===== src/rtl/edge_event_arbiter.sv =====
`default_nettype none
// ============================================================================
// Module   : edge_event_arbiter
// Brief    : Per-channel synchronizer + dual-edge detector feeding pending
//            event slots, drained round-robin onto one valid/ready port.
// Revision : 1.0 - initial release
// ============================================================================
module edge_event_arbiter #(
  parameter  int NUM_CH      = 4,
  parameter  int SYNC_STAGES = 2,
  localparam int CH_W        = $clog2(NUM_CH)
) (
  input  logic              clk_i,
  input  logic              rst_ni,
  input  logic              enable_i,
  input  logic [NUM_CH-1:0] signal_i,
  output logic              event_valid_o,
  input  logic              event_ready_i,
  output logic [CH_W-1:0]   event_ch_o,
  output logic              event_rise_o,
  output logic [NUM_CH-1:0] overflow_o,
  input  logic              overflow_clr_i
);

  localparam logic [0:0] ST_EMPTY   = 1'b0;
  localparam logic [0:0] ST_PRESENT = 1'b1;

  logic [NUM_CH-1:0] sync_out;
  logic [NUM_CH-1:0] prev_q;
  logic [NUM_CH-1:0] edge_det;

  logic [NUM_CH-1:0] pend_v_q, pend_v_d;
  logic [NUM_CH-1:0] pend_r_q, pend_r_d;
  logic [NUM_CH-1:0] overflow_q, overflow_d;
  logic [NUM_CH-1:0] ovf_set;

  logic [0:0]        state_q, state_d;
  logic [CH_W-1:0]   ptr_q;
  logic [CH_W-1:0]   ch_q;
  logic              rise_q;

  logic              load;
  logic              grant;
  logic              pick_found;
  logic [CH_W-1:0]   pick_ch;
  logic [CH_W-1:0]   cand_ch;
  logic [NUM_CH-1:0] grant_oh;

  // One synchronizer chain per channel; the oldest stage feeds the detector.
  generate
    for (genvar c = 0; c < NUM_CH; c++) begin : g_chan
      logic [SYNC_STAGES-1:0] chain_q;

      always_ff @(posedge clk_i or negedge rst_ni) begin
        if (!rst_ni) begin
          chain_q <= '0;
        end else begin
          chain_q <= {chain_q[SYNC_STAGES-2:0], signal_i[c]};
        end
      end

      assign sync_out[c] = chain_q[SYNC_STAGES-1];
    end
  endgenerate

  // prev tracks the synchronized level even while disabled, so re-enabling
  // on a steady level never produces a spurious edge.
  always_ff @(posedge clk_i or negedge rst_ni) begin
    if (!rst_ni) begin
      prev_q <= '0;
    end else begin
      prev_q <= sync_out;
    end
  end

  assign edge_det = enable_i ? (sync_out ^ prev_q) : '0;

  assign load  = (state_q == ST_EMPTY) | event_ready_i;
  assign grant = load & pick_found;

  // Round-robin search starting one past the last granted channel.
  always_comb begin
    pick_found = 1'b0;
    pick_ch    = '0;
    cand_ch    = '0;
    for (int i = 1; i <= NUM_CH; i++) begin
      cand_ch = CH_W'((int'(ptr_q) + i) % NUM_CH);
      if (!pick_found && pend_v_q[cand_ch]) begin
        pick_found = 1'b1;
        pick_ch    = cand_ch;
      end
    end
  end

  always_comb begin
    grant_oh = '0;
    if (grant) begin
      grant_oh[pick_ch] = 1'b1;
    end
  end

  // A fresh edge always lands in the slot; it only counts as lost data when
  // the slot still held an event that is not leaving this cycle.
  always_comb begin
    pend_v_d = pend_v_q;
    pend_r_d = pend_r_q;
    ovf_set  = '0;
    for (int c = 0; c < NUM_CH; c++) begin
      if (edge_det[c]) begin
        pend_v_d[c] = 1'b1;
        pend_r_d[c] = sync_out[c];
        ovf_set[c]  = pend_v_q[c] & ~grant_oh[c];
      end else if (grant_oh[c]) begin
        pend_v_d[c] = 1'b0;
      end
    end
  end

  assign overflow_d = (overflow_q & {NUM_CH{~overflow_clr_i}}) | ovf_set;

  always_ff @(posedge clk_i or negedge rst_ni) begin
    if (!rst_ni) begin
      pend_v_q   <= '0;
      pend_r_q   <= '0;
      overflow_q <= '0;
    end else begin
      pend_v_q   <= pend_v_d;
      pend_r_q   <= pend_r_d;
      overflow_q <= overflow_d;
    end
  end

  // Presented channel/type and pointer only move on a grant, so they hold
  // steady under backpressure and keep their last value when empty.
  always_ff @(posedge clk_i or negedge rst_ni) begin
    if (!rst_ni) begin
      ptr_q  <= CH_W'(NUM_CH - 1);
      ch_q   <= '0;
      rise_q <= 1'b0;
    end else if (grant) begin
      ptr_q  <= pick_ch;
      ch_q   <= pick_ch;
      rise_q <= pend_r_q[pick_ch];
    end
  end

  always_ff @(posedge clk_i or negedge rst_ni) begin
    if (!rst_ni) begin
      state_q <= ST_EMPTY;
    end else begin
      state_q <= state_d;
    end
  end

  always_comb begin
    state_d = state_q;
    if (load) begin
      state_d = pick_found ? ST_PRESENT : ST_EMPTY;
    end
  end

  always_comb begin
    event_valid_o = (state_q == ST_PRESENT);
    event_ch_o    = ch_q;
    event_rise_o  = rise_q;
    overflow_o    = overflow_q;
  end

endmodule
`default_nettype wire


===== config.mk =====
export PLATFORM = sky130hd
export DESIGN_NAME = edge_event_arbiter
export DESIGN_NICKNAME = d
export VERILOG_FILES = /design/src/rtl/edge_event_arbiter.sv
export SDC_FILE = /design/constraint.sdc
export NUM_CORES = 1
export LEC_CHECK = 0
export ABC_AREA = 1
export BUFFER_PORTS_ARGS = -buffer_cell sky130_fd_sc_hd__buf_2
export CAP_MARGIN = 20
export CORE_AREA = 2 2 51 72
export DETAILED_ROUTE_END_ITERATION = 10
export DIE_AREA = 0 0 53 74
export HOLD_SLACK_MARGIN = 0.08
export SYNTH_ARGS = -nofsm -noshare
export SYNTH_HDL_FRONTEND = slang
export SYNTH_SLANG_ARGS = --single-unit

===== constraint.sdc =====
create_clock -name clk_i -period 2.2 [get_ports clk_i]
set_input_delay 0.11 -clock clk_i [delete_from_list [all_inputs] [get_ports clk_i]]
set_output_delay 0.11 -clock clk_i [all_outputs]
set_load 0.005 [all_outputs]

==> metrics.cfg <==
[min_path]
hold_depth=3
worstHoldEndpoint=overflow_o[2]$_DFF_PN0_
worst_hold_path_type=in2reg
hp-start=overflow_clr_i

[logic_synthesis]
synth_largest_area_cell=sky130_fd_sc_hd__dfrtp_1
synth_enable_flop_cells=0
cells_after_synth=159
dominantRegCellSynth=sky130_fd_sc_hd__dfrtp_1
synth_area_per_cell_sq_um=8.91
yosys-top-cells-count=sky130_fd_sc_hd__nand2_1 (54), sky130_fd_sc_hd__dfrtp_1 (28), sky130_fd_sc_hd__nand2_2 (14)
synth_seq_area_share_pct=53.2
synth_largest_type_area_fraction_pct=49.5
synth.cell_area_sq_um=1420
synthTopCellsByArea=sky130_fd_sc_hd__dfrtp_1 (49%), sky130_fd_sc_hd__nand2_1 (14%), sky130_fd_sc_hd__nand2_2 (6.2%)
asyncSetResetFlopFracSynth_pct=100
synth_warnings=0
synth_fp_nets=168
synth.lib_cells_used.distinct=23
synth.ff_latch_count=30
synth.most_common_cell=sky130_fd_sc_hd__nand2_1

[sta]
setup_total_negative_slack_ps=0
final_hold_viol_count=0
post-route-period-util_pct=81.9
setup_ws_ps=398
report.final.setup_viol=0
setup_repair_after_global_routing_missed_its_margin=false
slew-limit-headroom_pct=57.5
period_minus_slack_ps=1800
timing_worst_slew_pin_value_ps=637
clock.fmax_mhz=555
fin_skew_ps=5.38
finalMaxSlewViolations=0

[die]
floorplan.rows=25
core-area_sq_um=3280
pin_count=17
floorplan.die.width_microns=53
start_util_pct=43.1
die_h_microns=74
floorplan.die_area_sq_um=3920

[pwr]
vdd.ir_drop.worst_v=0.000816
cellLeakagePower_nw=0.868
power-per-cell-area_nw_per_um2=1540

[clock_tree]
cts_htree_levels=2
clock_insertion_delay_worst_skew_ps=270
post_cts.repair.setup_buffers=0
clk_transition_reported_paths_ps=60
tritoncts.num_buffers=5
cts_tree=yes
cts.path.max_buffers=2
clock_tree.root_cell=sky130_fd_sc_hd__clkbuf_8
clock_sinks=30

[place]
place.port_buffers=16
placement.setup.worst_slack_ps=415
place.gp.congestion=0.804
place.detailed.hpwl_mm=2.10

[global_routing]
grt_pass1_vias=1107
globalRoute.totalOverflow=0
wire_length_of_the_first_global_routing_pass_mm=4.69
antenna_violations_before_repair=0
gr_util_all_layers_pct=16.9
grt_max_degree=31

[setup_path]
worst_path_most_repeated_cell=sky130_fd_sc_hd__nand2_2
worst_ep_required_time_ps=2370
cp.arrival_ps=1970
critical_path.slowest_cell=sky130_fd_sc_hd__dfstp_2
cp_max_fo=10
setup.worst_path.end_class=register
crit_chain=inv_6, nand2_2, nand2_4, nand2_2, nand2_2, nor2_2, nand2_1, nand2_2, nand2_4, nand2_1, nand2_1, nor2_2, nor2_2
criticalPathCategory=reg2reg
r2r_cells=13
critical_path.startpoint_type=register
r2r-start=ptr_q[0]$_DFFE_PN1P_
reg2reg_slack_ps=400
regToRegEndpoint=event_rise_o$_DFFE_PN0P_
critPathMaxStageDelay_ps=680

[detailed_routing]
wire_per_inst_microns=11.9
finalWirelength_mm=2.69
drt_pass1_iterations=4
drtIter0Drc=15
count_of_nets_left_with_antenna_violations_after_detail_routing=0
drt-vias-per-instance=4.70
drt_drc_violations_left=0
routed-via-count=1068

[layout]
insertedDiodeCount=0
regArea_sq_um=753
layout_area_overhead_pct=18.4
final_nets=195
multiInputGateArea_sq_um=583
post_route_cells_drive_above_1_share_pct=32.1
fillCellCount=318

[flow_run]
maxcap_violations=0

[status]
run_status=finished clean

-- state kept, by name, summed over array words and instances (netlist names) --
signal          flops
g_chan.chain_q      8
overflow_o          4
pend_r_q            4
pend_v_q            4
prev_q              4
event_ch_o          2
ptr_q               2
event_rise_o        1
event_valid_o       1
-- power breakdown --
part           leakage [nW]  switching [W]  internal (W)
clock network        0.0482       0.000183      0.000251
registers             0.349       0.000147      0.000717
logic                 0.471       0.000839      0.000445
-- repair_timing --
action | in CTS | in global routing
gates resized for setup | 0 | 0
hold endpoints to repair | 32 | 0
hold buffers | 5 | 0
-- per-layer routing --
metal | vias up | share of wire [%] | GRT usage, % | wire length (microns)
met5 | - | 0 | 0 | 0
met4 | 0 | 1.9 | 7.69 | 50
met3 | 6 | 2.6 | 4.22 | 70
li1 | 545 | - | - | -
met2 | 16 | 58 | 31.9 | 1550
met1 | 501 | 38 | 16.9 | 1020
-- area by class of cell --
class | instances | area share [%]
flip-flops and latches | 30 | 44.9
multi-input cells | 111 | 34.8
repair buffers | 21 | 7.76
clock buffers | 7 | 5.15
inverters | 17 | 4.10
well taps | 40 | 2.99
clock inverters | 1 | 0.299
-- how the worst max path moves through the flow --
stage | from | endpoint | depth (start not counted)
4_1_cts | ptr_q[0]$_DFFE_PN1P_ | event_rise_o$_DFFE_PN0P_ | 13
3_5_place_dp | ptr_q[0]$_DFFE_PN1P_ | event_rise_o$_DFFE_PN0P_ | 13
6_report | ptr_q[0]$_DFFE_PN1P_ | event_rise_o$_DFFE_PN0P_ | 13
5_1_grt | ptr_q[0]$_DFFE_PN1P_ | pend_v_q[1]$_DFFE_PN0P_ | 8
3_3_place_gp | ptr_q[0]$_DFFE_PN1P_ | overflow_o[2]$_DFF_PN0_ | 11
2_1_floorplan | ptr_q[0]$_DFFE_PN1P_ | event_rise_o$_DFFE_PN0P_ | 14
-- cells in the final DEF, fill, tap and decap left out --
| cell | instances |
|---|---|
| sky130_fd_sc_hd__inv_6 | 1 |
| sky130_fd_sc_hd__inv_2 | 3 |
| sky130_fd_sc_hd__and2_1 | 1 |
| sky130_fd_sc_hd__nand3_2 | 3 |
| sky130_fd_sc_hd__or2_0 | 1 |
| sky130_fd_sc_hd__nand4_1 | 3 |
| sky130_fd_sc_hd__clkbuf_1 | 1 |
| sky130_fd_sc_hd__nor2_1 | 5 |
| sky130_fd_sc_hd__buf_2 | 16 |
| sky130_fd_sc_hd__nor2_4 | 1 |
| sky130_fd_sc_hd__o21bai_1 | 1 |
| sky130_fd_sc_hd__clkinv_2 | 1 |
| sky130_fd_sc_hd__o21ai_2 | 3 |
| sky130_fd_sc_hd__nand2_1 | 54 |
| sky130_fd_sc_hd__a21oi_1 | 1 |
| sky130_fd_sc_hd__nand2_2 | 14 |
| sky130_fd_sc_hd__mux2_2 | 1 |
| sky130_fd_sc_hd__clkbuf_8 | 6 |
| sky130_fd_sc_hd__o21ai_0 | 3 |
| sky130_fd_sc_hd__dfrtp_1 | 28 |
| sky130_fd_sc_hd__nor2_2 | 4 |
| sky130_fd_sc_hd__dfstp_2 | 2 |
| sky130_fd_sc_hd__nor3_1 | 3 |
| sky130_fd_sc_hd__nand3_1 | 8 |
| sky130_fd_sc_hd__inv_1 | 13 |
| sky130_fd_sc_hd__dlygate4sd3_1 | 5 |
| sky130_fd_sc_hd__nand2_4 | 5 |
-- critical path: cells and delay by family (launching register included) --
family / cells / cell delay [ps]
and+or+nand+nor: 12 / 950
DFF: 1 / 680
buffers and inverters: 1 / 80
-- through the flow --
stage | hold WS (ps) | total power (W) | util, % | cell area (sq um) | instances
after detailed placement | 171 | 0.00215 | 46.7 | 1540 | 214
after global placement | 164 | 0.00212 | 46.7 | 1540 | 214
after CTS | 137 | 0.00261 | 51.0 | 1680 | 227
after global routing | 157 | 0.00281 | 51.0 | 1680 | 227
final | 141 | 0.00258 | 51.0 | 1680 | 227
after floorplan | -186 | 0.00186 | - | 1420 | 159
-- logic make-up after synthesis --
kind of cell           count (synthesis)  synth area share [%]
AOI/OAI and AO/OA                      8                  3.80
buffers and inverters                 18                  5.65
DFF                                   30                  53.2
muxes                                  1                 0.795
and+or+nand+nor                      102                  36.6
Power figures use the tool's default switching activity.
